## config.mk

```make
export PLATFORM = sky130hd
export DESIGN_NAME = pipe_adder
export DESIGN_NICKNAME = d
export VERILOG_FILES = /design/src/rtl/adder_pkg.sv /design/src/rtl/seg_adder.sv /design/src/rtl/pipe_adder.sv
export SDC_FILE = /design/constraint.sdc
export NUM_CORES = 1
export LEC_CHECK = 0
export ABC_AREA = 0
export BUFFER_PORTS_ARGS = -buffer_cell sky130_fd_sc_hd__buf_2
export CORE_MARGIN = 4
export CORE_UTILIZATION = 51
export CTS_BUF_LIST = sky130_fd_sc_hd__clkbuf_4 sky130_fd_sc_hd__clkbuf_8 sky130_fd_sc_hd__clkbuf_16
export CTS_CLUSTER_SIZE = 10
export DETAILED_ROUTE_END_ITERATION = 7
export PLACE_DENSITY = 0.7
export SYNTH_ARGS = -nofsm -noshare
export SYNTH_HDL_FRONTEND = slang
export SYNTH_SLANG_ARGS = --single-unit
```

## constraint.sdc

```tcl
create_clock -name clk -period 4.15 [get_ports clk]
set_clock_uncertainty 0.05 [all_clocks]
set_input_delay 0.415 -clock clk [delete_from_list [all_inputs] [get_ports clk]]
set_output_delay 0.415 -clock clk [all_outputs]
set_load 0.01 [all_outputs]
```

## src/rtl/adder_pkg.sv

```systemverilog
// rtl/adder_pkg.sv - op encoding and per-stage control record for pipe_adder
package adder_pkg;

    localparam logic OP_ADD = 1'b0;
    localparam logic OP_SUB = 1'b1;

    typedef struct packed {
        logic valid;
        logic op;
        logic carry;
    } ctrl_t;

    // 1 when operand B must be complemented before it enters the ripple chain
    function automatic logic b_invert(input logic op);
        case (op)
            OP_ADD:  b_invert = 1'b0;
            OP_SUB:  b_invert = 1'b1;
            default: b_invert = 1'b0;
        endcase
    endfunction

endpackage

```

## src/rtl/seg_adder.sv

```systemverilog
// rtl/seg_adder.sv - SEG-bit combinational ripple-carry adder built from full-adder equations
module seg_adder #(
    parameter int SEG = 4
) (
    input  logic [SEG-1:0] a,
    input  logic [SEG-1:0] b,
    input  logic           ci,
    output logic [SEG-1:0] s,
    output logic           co
);

    logic w_c;

    always_comb begin
        s   = '0;
        w_c = ci;
        for (int i = 0; i < SEG; i++) begin
            s[i] = a[i] ^ b[i] ^ w_c;
            w_c  = (a[i] & b[i]) | (w_c & (a[i] ^ b[i]));
        end
        co = w_c;
    end

endmodule

```

## src/rtl/pipe_adder.sv

```systemverilog
// rtl/pipe_adder.sv - pipelined adder/subtractor, one register stage per SEG-bit carry segment
// Signed overflow output is built only when PIPE_ADDER_OVF_EN is defined; otherwise ovf is tied low.
module pipe_adder #(
    parameter int WIDTH = 16,
    parameter int SEG   = 4
) (
    input  logic             clk,
    input  logic             rst,
    input  logic             in_valid,
    output logic             in_ready,
    input  logic [WIDTH-1:0] a,
    input  logic [WIDTH-1:0] b,
    input  logic             ci,
    input  logic             op,
    output logic             out_valid,
    input  logic             out_ready,
    output logic [WIDTH-1:0] s,
    output logic             co,
    output logic             ovf
);

    import adder_pkg::*;

    localparam int STAGES = WIDTH / SEG;
    localparam int LAST   = STAGES - 1;

    ctrl_t            r_ctrl [STAGES];
    logic [WIDTH-1:0] r_sum  [STAGES];
    logic [WIDTH-1:0] r_a    [STAGES];
    logic [WIDTH-1:0] r_b    [STAGES];

    ctrl_t            w_ctrl_in  [STAGES];
    logic [WIDTH-1:0] w_a_in     [STAGES];
    logic [WIDTH-1:0] w_b_in     [STAGES];
    logic [WIDTH-1:0] w_sum_in   [STAGES];
    logic [WIDTH-1:0] w_sum_next [STAGES];
    logic [SEG-1:0]   w_seg_b    [STAGES];
    logic [SEG-1:0]   w_seg_s    [STAGES];
    logic             w_seg_co   [STAGES];
    logic             w_adv;

    assign w_adv     = !r_ctrl[LAST].valid || out_ready;
    assign in_ready  = w_adv;
    assign out_valid = r_ctrl[LAST].valid;
    assign s         = r_sum[LAST];
    assign co        = r_ctrl[LAST].carry;

    for (genvar k = 0; k < STAGES; k++) begin : g_stage
        if (k == 0) begin : g_head
            assign w_ctrl_in[k] = '{valid: in_valid, op: op, carry: ci};
            assign w_a_in[k]    = a;
            assign w_b_in[k]    = b;
            assign w_sum_in[k]  = '0;
        end else begin : g_body
            assign w_ctrl_in[k] = r_ctrl[k-1];
            assign w_a_in[k]    = r_a[k-1];
            assign w_b_in[k]    = r_b[k-1];
            assign w_sum_in[k]  = r_sum[k-1];
        end

        // B travels raw down the pipe; each stage complements only its own segment
        assign w_seg_b[k] = w_b_in[k][k*SEG +: SEG] ^ {SEG{b_invert(w_ctrl_in[k].op)}};

        seg_adder #(.SEG(SEG)) u_seg (
            .a  (w_a_in[k][k*SEG +: SEG]),
            .b  (w_seg_b[k]),
            .ci (w_ctrl_in[k].carry),
            .s  (w_seg_s[k]),
            .co (w_seg_co[k])
        );

        // segment k of the incoming partial sum is still zero, so OR merges it in
        assign w_sum_next[k] = w_sum_in[k] | (WIDTH'(w_seg_s[k]) << (k * SEG));
    end

    always_ff @(posedge clk or posedge rst) begin
        if (rst) begin
            for (int i = 0; i < STAGES; i++) begin
                r_ctrl[i] <= '0;
                r_sum[i]  <= '0;
                r_a[i]    <= '0;
                r_b[i]    <= '0;
            end
        end else if (w_adv) begin
            for (int i = 0; i < STAGES; i++) begin
                r_ctrl[i] <= '{valid: w_ctrl_in[i].valid, op: w_ctrl_in[i].op, carry: w_seg_co[i]};
                r_sum[i]  <= w_sum_next[i];
                r_a[i]    <= w_a_in[i];
                r_b[i]    <= w_b_in[i];
            end
        end
    end

`ifdef PIPE_ADDER_OVF_EN
    logic r_ovf;
    logic w_sign_a;
    logic w_sign_b;
    logic w_ovf_next;

    assign w_sign_a   = w_a_in[LAST][WIDTH-1];
    assign w_sign_b   = w_seg_b[LAST][SEG-1];
    assign w_ovf_next = (w_sign_a == w_sign_b) && (w_seg_s[LAST][SEG-1] != w_sign_a);

    always_ff @(posedge clk or posedge rst) begin
        if (rst) begin
            r_ovf <= 1'b0;
        end else if (w_adv) begin
            r_ovf <= w_ovf_next;
        end
    end

    assign ovf = r_ovf;
`else
    assign ovf = 1'b0;
`endif

endmodule

```

==> impl_metrics.py <==
metrics = {
    "setup_path": {
        "crit_top_cell": "fa_1",
        "crit_fanout": 6,
        "slowest_stage": "dfrtp_1",
        "slowest_delay_ns": 0.49,
        "path_delay_family": "adder cells",
        "path_cells": "xnor2_1 -> fa_1 -> inv_1 -> fa_1 -> inv_1 -> fa_1 -> inv_1 -> fa_1 -> mux2_4",
        "critPathBufInv": 3,
        "worstPathRequired_ns": 4.36,
        "endpoint_kind": "register",
        "cp.arrival_ns": 2.90,
        "critPathKind": "register to register",
        "cp-start-kind": "register",
    },
    "synthesis": {
        "syn_nets": 352,
        "ys_top_cells_by_area": "dfrtp_1 51%, mux2_4 28%, fa_1 6.6%",
        "postSynthCellCount": 298,
        "synth.distinct_cells": 16,
        "synth.avg_cell_area_sq_um": 16.3,
        "ys_seq_area_share_pct": 50.9,
        "yosys.area.top_type": "dfrtp_1",
        "yosysTopAreaCellShare_pct": 50.9,
        "synth_area_sq_um": 4870,
        "synth_seq_cells": 99,
        "ys_warn_count": 0,
    },
    "place": {
        "place_inst": 453,
        "place_congestion": 0.725,
        "port_buffers": 56,
        "dpl.hpwl_mm": 4.60,
    },
    "global_route": {
        "grt_pass1_wl_mm": 12.2,
        "grt_pass1_vias": 2419,
        "grt_start_max_net_pins": 70,
        "track_usage_pct": 14.0,
        "antenna_found_initial": 0,
        "overflow": 0,
    },
    "pwr": {
        "vdd_drop_max_v": 0.000344,
        "p_total_mw": 3.98,
        "internal-power_mw": 2.77,
        "combPwrFrac_pct": 42.1,
        "powerDensity_nw_per_um2": 766,
        "seq_power_share_pct": 42.1,
        "leakage_nw": 2.61,
        "power.switching_mw": 1.21,
        "pwr-share-clk_pct": 15.8,
        "switching_share_pct": 30.4,
    },
    "clock_tree": {
        "clkTransAtPathRegs_ns": 0.09,
        "cts_buffer_depth": 2,
        "postCtsResizedCells": 0,
        "cts_buffers": 9,
        "post_cts_buffers": 0,
        "cts.sinks": 99,
        "root_buffer": "clkbuf_8",
        "ctsHoldBuffers": 0,
        "clock_latency_ns": 0.36,
        "htreeDepth": 3,
        "cts_tree": "done",
    },
    "floorplan": {
        "die_area_sq_um": 11200,
        "fp.dieH_um": 106,
        "rows": 35,
        "core_sq_um": 9280,
        "die_x_um": 106,
        "pin_count": 58,
        "initial_core_util_pct": 52.4,
    },
    "final_layout": {
        "instances_no_fill": 468,
        "layout-area-overhead-vs-synth_pct": 6.61,
        "n_antenna_cell": 0,
        "finalNetCount": 389,
        "drive_gt1_share_pct": 49.0,
    },
    "route": {
        "drt-wirelength-per-cell_um": 14.9,
        "vias": 2198,
        "drtIter0Drc": 60,
        "via_per_inst": 4.70,
        "wl_mm": 6.96,
        "drc": 0,
        "ant_nets": 0,
        "dr.pass1.iters": 4,
    },
    "sta": {
        "whs_ns": 0.163,
        "clock.fmax_mhz": 372,
        "setup_tns_ns": 0,
        "relSlewSlack_pct": 44.3,
        "fin_crit_ns": 2.69,
        "setup_viol": 0,
        "rsz0062_at_grt": "false",
        "tightest_slew_ns": 0.836,
        "period_share_pct": 64.8,
        "finalMaxSlewViolations": 0,
        "hold_violations": 0,
    },
    "run_status": {
        "outcome": "complete, no violations",
    },
    "flow_run": {
        "max-cap-violations": 0,
    },
    "hold_path": {
        "hold_path.class": "primary input to async pin",
    },
}
## stage by stage
stage / instance area, sq um / setup WS (ns) / util (%)
global route: 5190 / 1.33 / 55.9
floorplan: 4870 / 1.09 / -
finish: 5190 / 1.46 / 55.9
detailed placement: 4990 / 1.43 / 53.7
CTS: 5190 / 1.42 / 55.9
global placement: 4990 / 1.52 / 53.7
## worst register-to-register path: cells and delay by family (launching register included)
kind       cells  cell delay [ns]
flops          1             0.49
xor+xnor       1             0.19
mux            1             0.26
buf+inv        3             0.22
fa+ha+maj      4             1.37
## final cells by class
class	count	area [sq um]
flip-flops and latches	99	2480
inverters	25	96.3
clock buffers	13	166
repair buffers	59	315
fillers	805	4100
multi-input cells	141	1940
well taps	129	161
clock inverters	2	35.0
## sequential cells by signal, summed over array words and instances, names as in the netlist
register   count
r_ctrl         9
co             1
r_sum         24
r_b           24
out_valid      1
r_a           24
s             16
## synthesized netlist by cell type, drive strengths merged
cell / instances
clkbuf: 4
dfrtp: 99
conb: 1
xor2: 8
buf: 29
a21oi: 8
xnor2: 8
inv: 25
nand2b: 2
nor3b: 8
mux2: 90
fa: 16
## layout by cell type, fill, tap and decap left out
cell type,n
clkbuf_8,11
inv_4,1
buf_12,1
buf_4,2
bufinv_16,1
conb_1,1
xnor2_1,8
a21oi_1,8
nand2b_1,1
fa_1,16
clkbuf_4,2
nor3b_1,8
inv_1,24
xor2_1,8
nand2b_4,1
clkinv_2,1
dfrtp_1,99
buf_2,56
mux2_4,90
## power groups by stage
stage / Combinational, mW / Sequential (mW) / Clock (mW)
final: 1.67 / 1.67 / 0.628
after global routing: 1.88 / 1.74 / 0.697
after CTS: 1.71 / 1.68 / 0.654
after detailed placement: 1.70 / 1.70 / 0
after global placement: 1.65 / 1.69 / 0
after floorplan: 1.63 / 1.59 / 0
## routing by layer
layer  wire length, um  global-route usage [%]  part of all wire [%]  vias up
met2              3390                    22.1                    49       44
met1              3170                    18.2                    46     1122
met4                48                    3.89                  0.69        0
met5                 0                       0                     0        -
li1                  -                       -                     -     1024
met3               351                    5.21                   5.0        8
## cell families after synthesis
family	synth area share (%)
adder cells (fa/ha/maj)	6.58
XOR/XNOR	2.88
other	0.0771
AND/OR/NAND/NOR	1.65
flip-flops	50.9
buffers and inverters	9.31
multiplexers	27.8
AO/OA/AOI/OAI	0.823
## path summary, 6_finish.rpt
path,slack (ns),startpoint,endpoint,depth (start not counted)
max,1.46,r_ctrl[10],r_sum[39],9
min in group clk,0.22,in_valid,r_ctrl[11],2
max in group asynchronous,2.96,rst,s[4],3
max reg2reg,1.46,r_ctrl[10],r_sum[39],9
min reg2reg,0.44,r_ctrl[5],out_valid,1
min,0.16,rst,r_b[58],2
(Power assumes the default switching activity.)
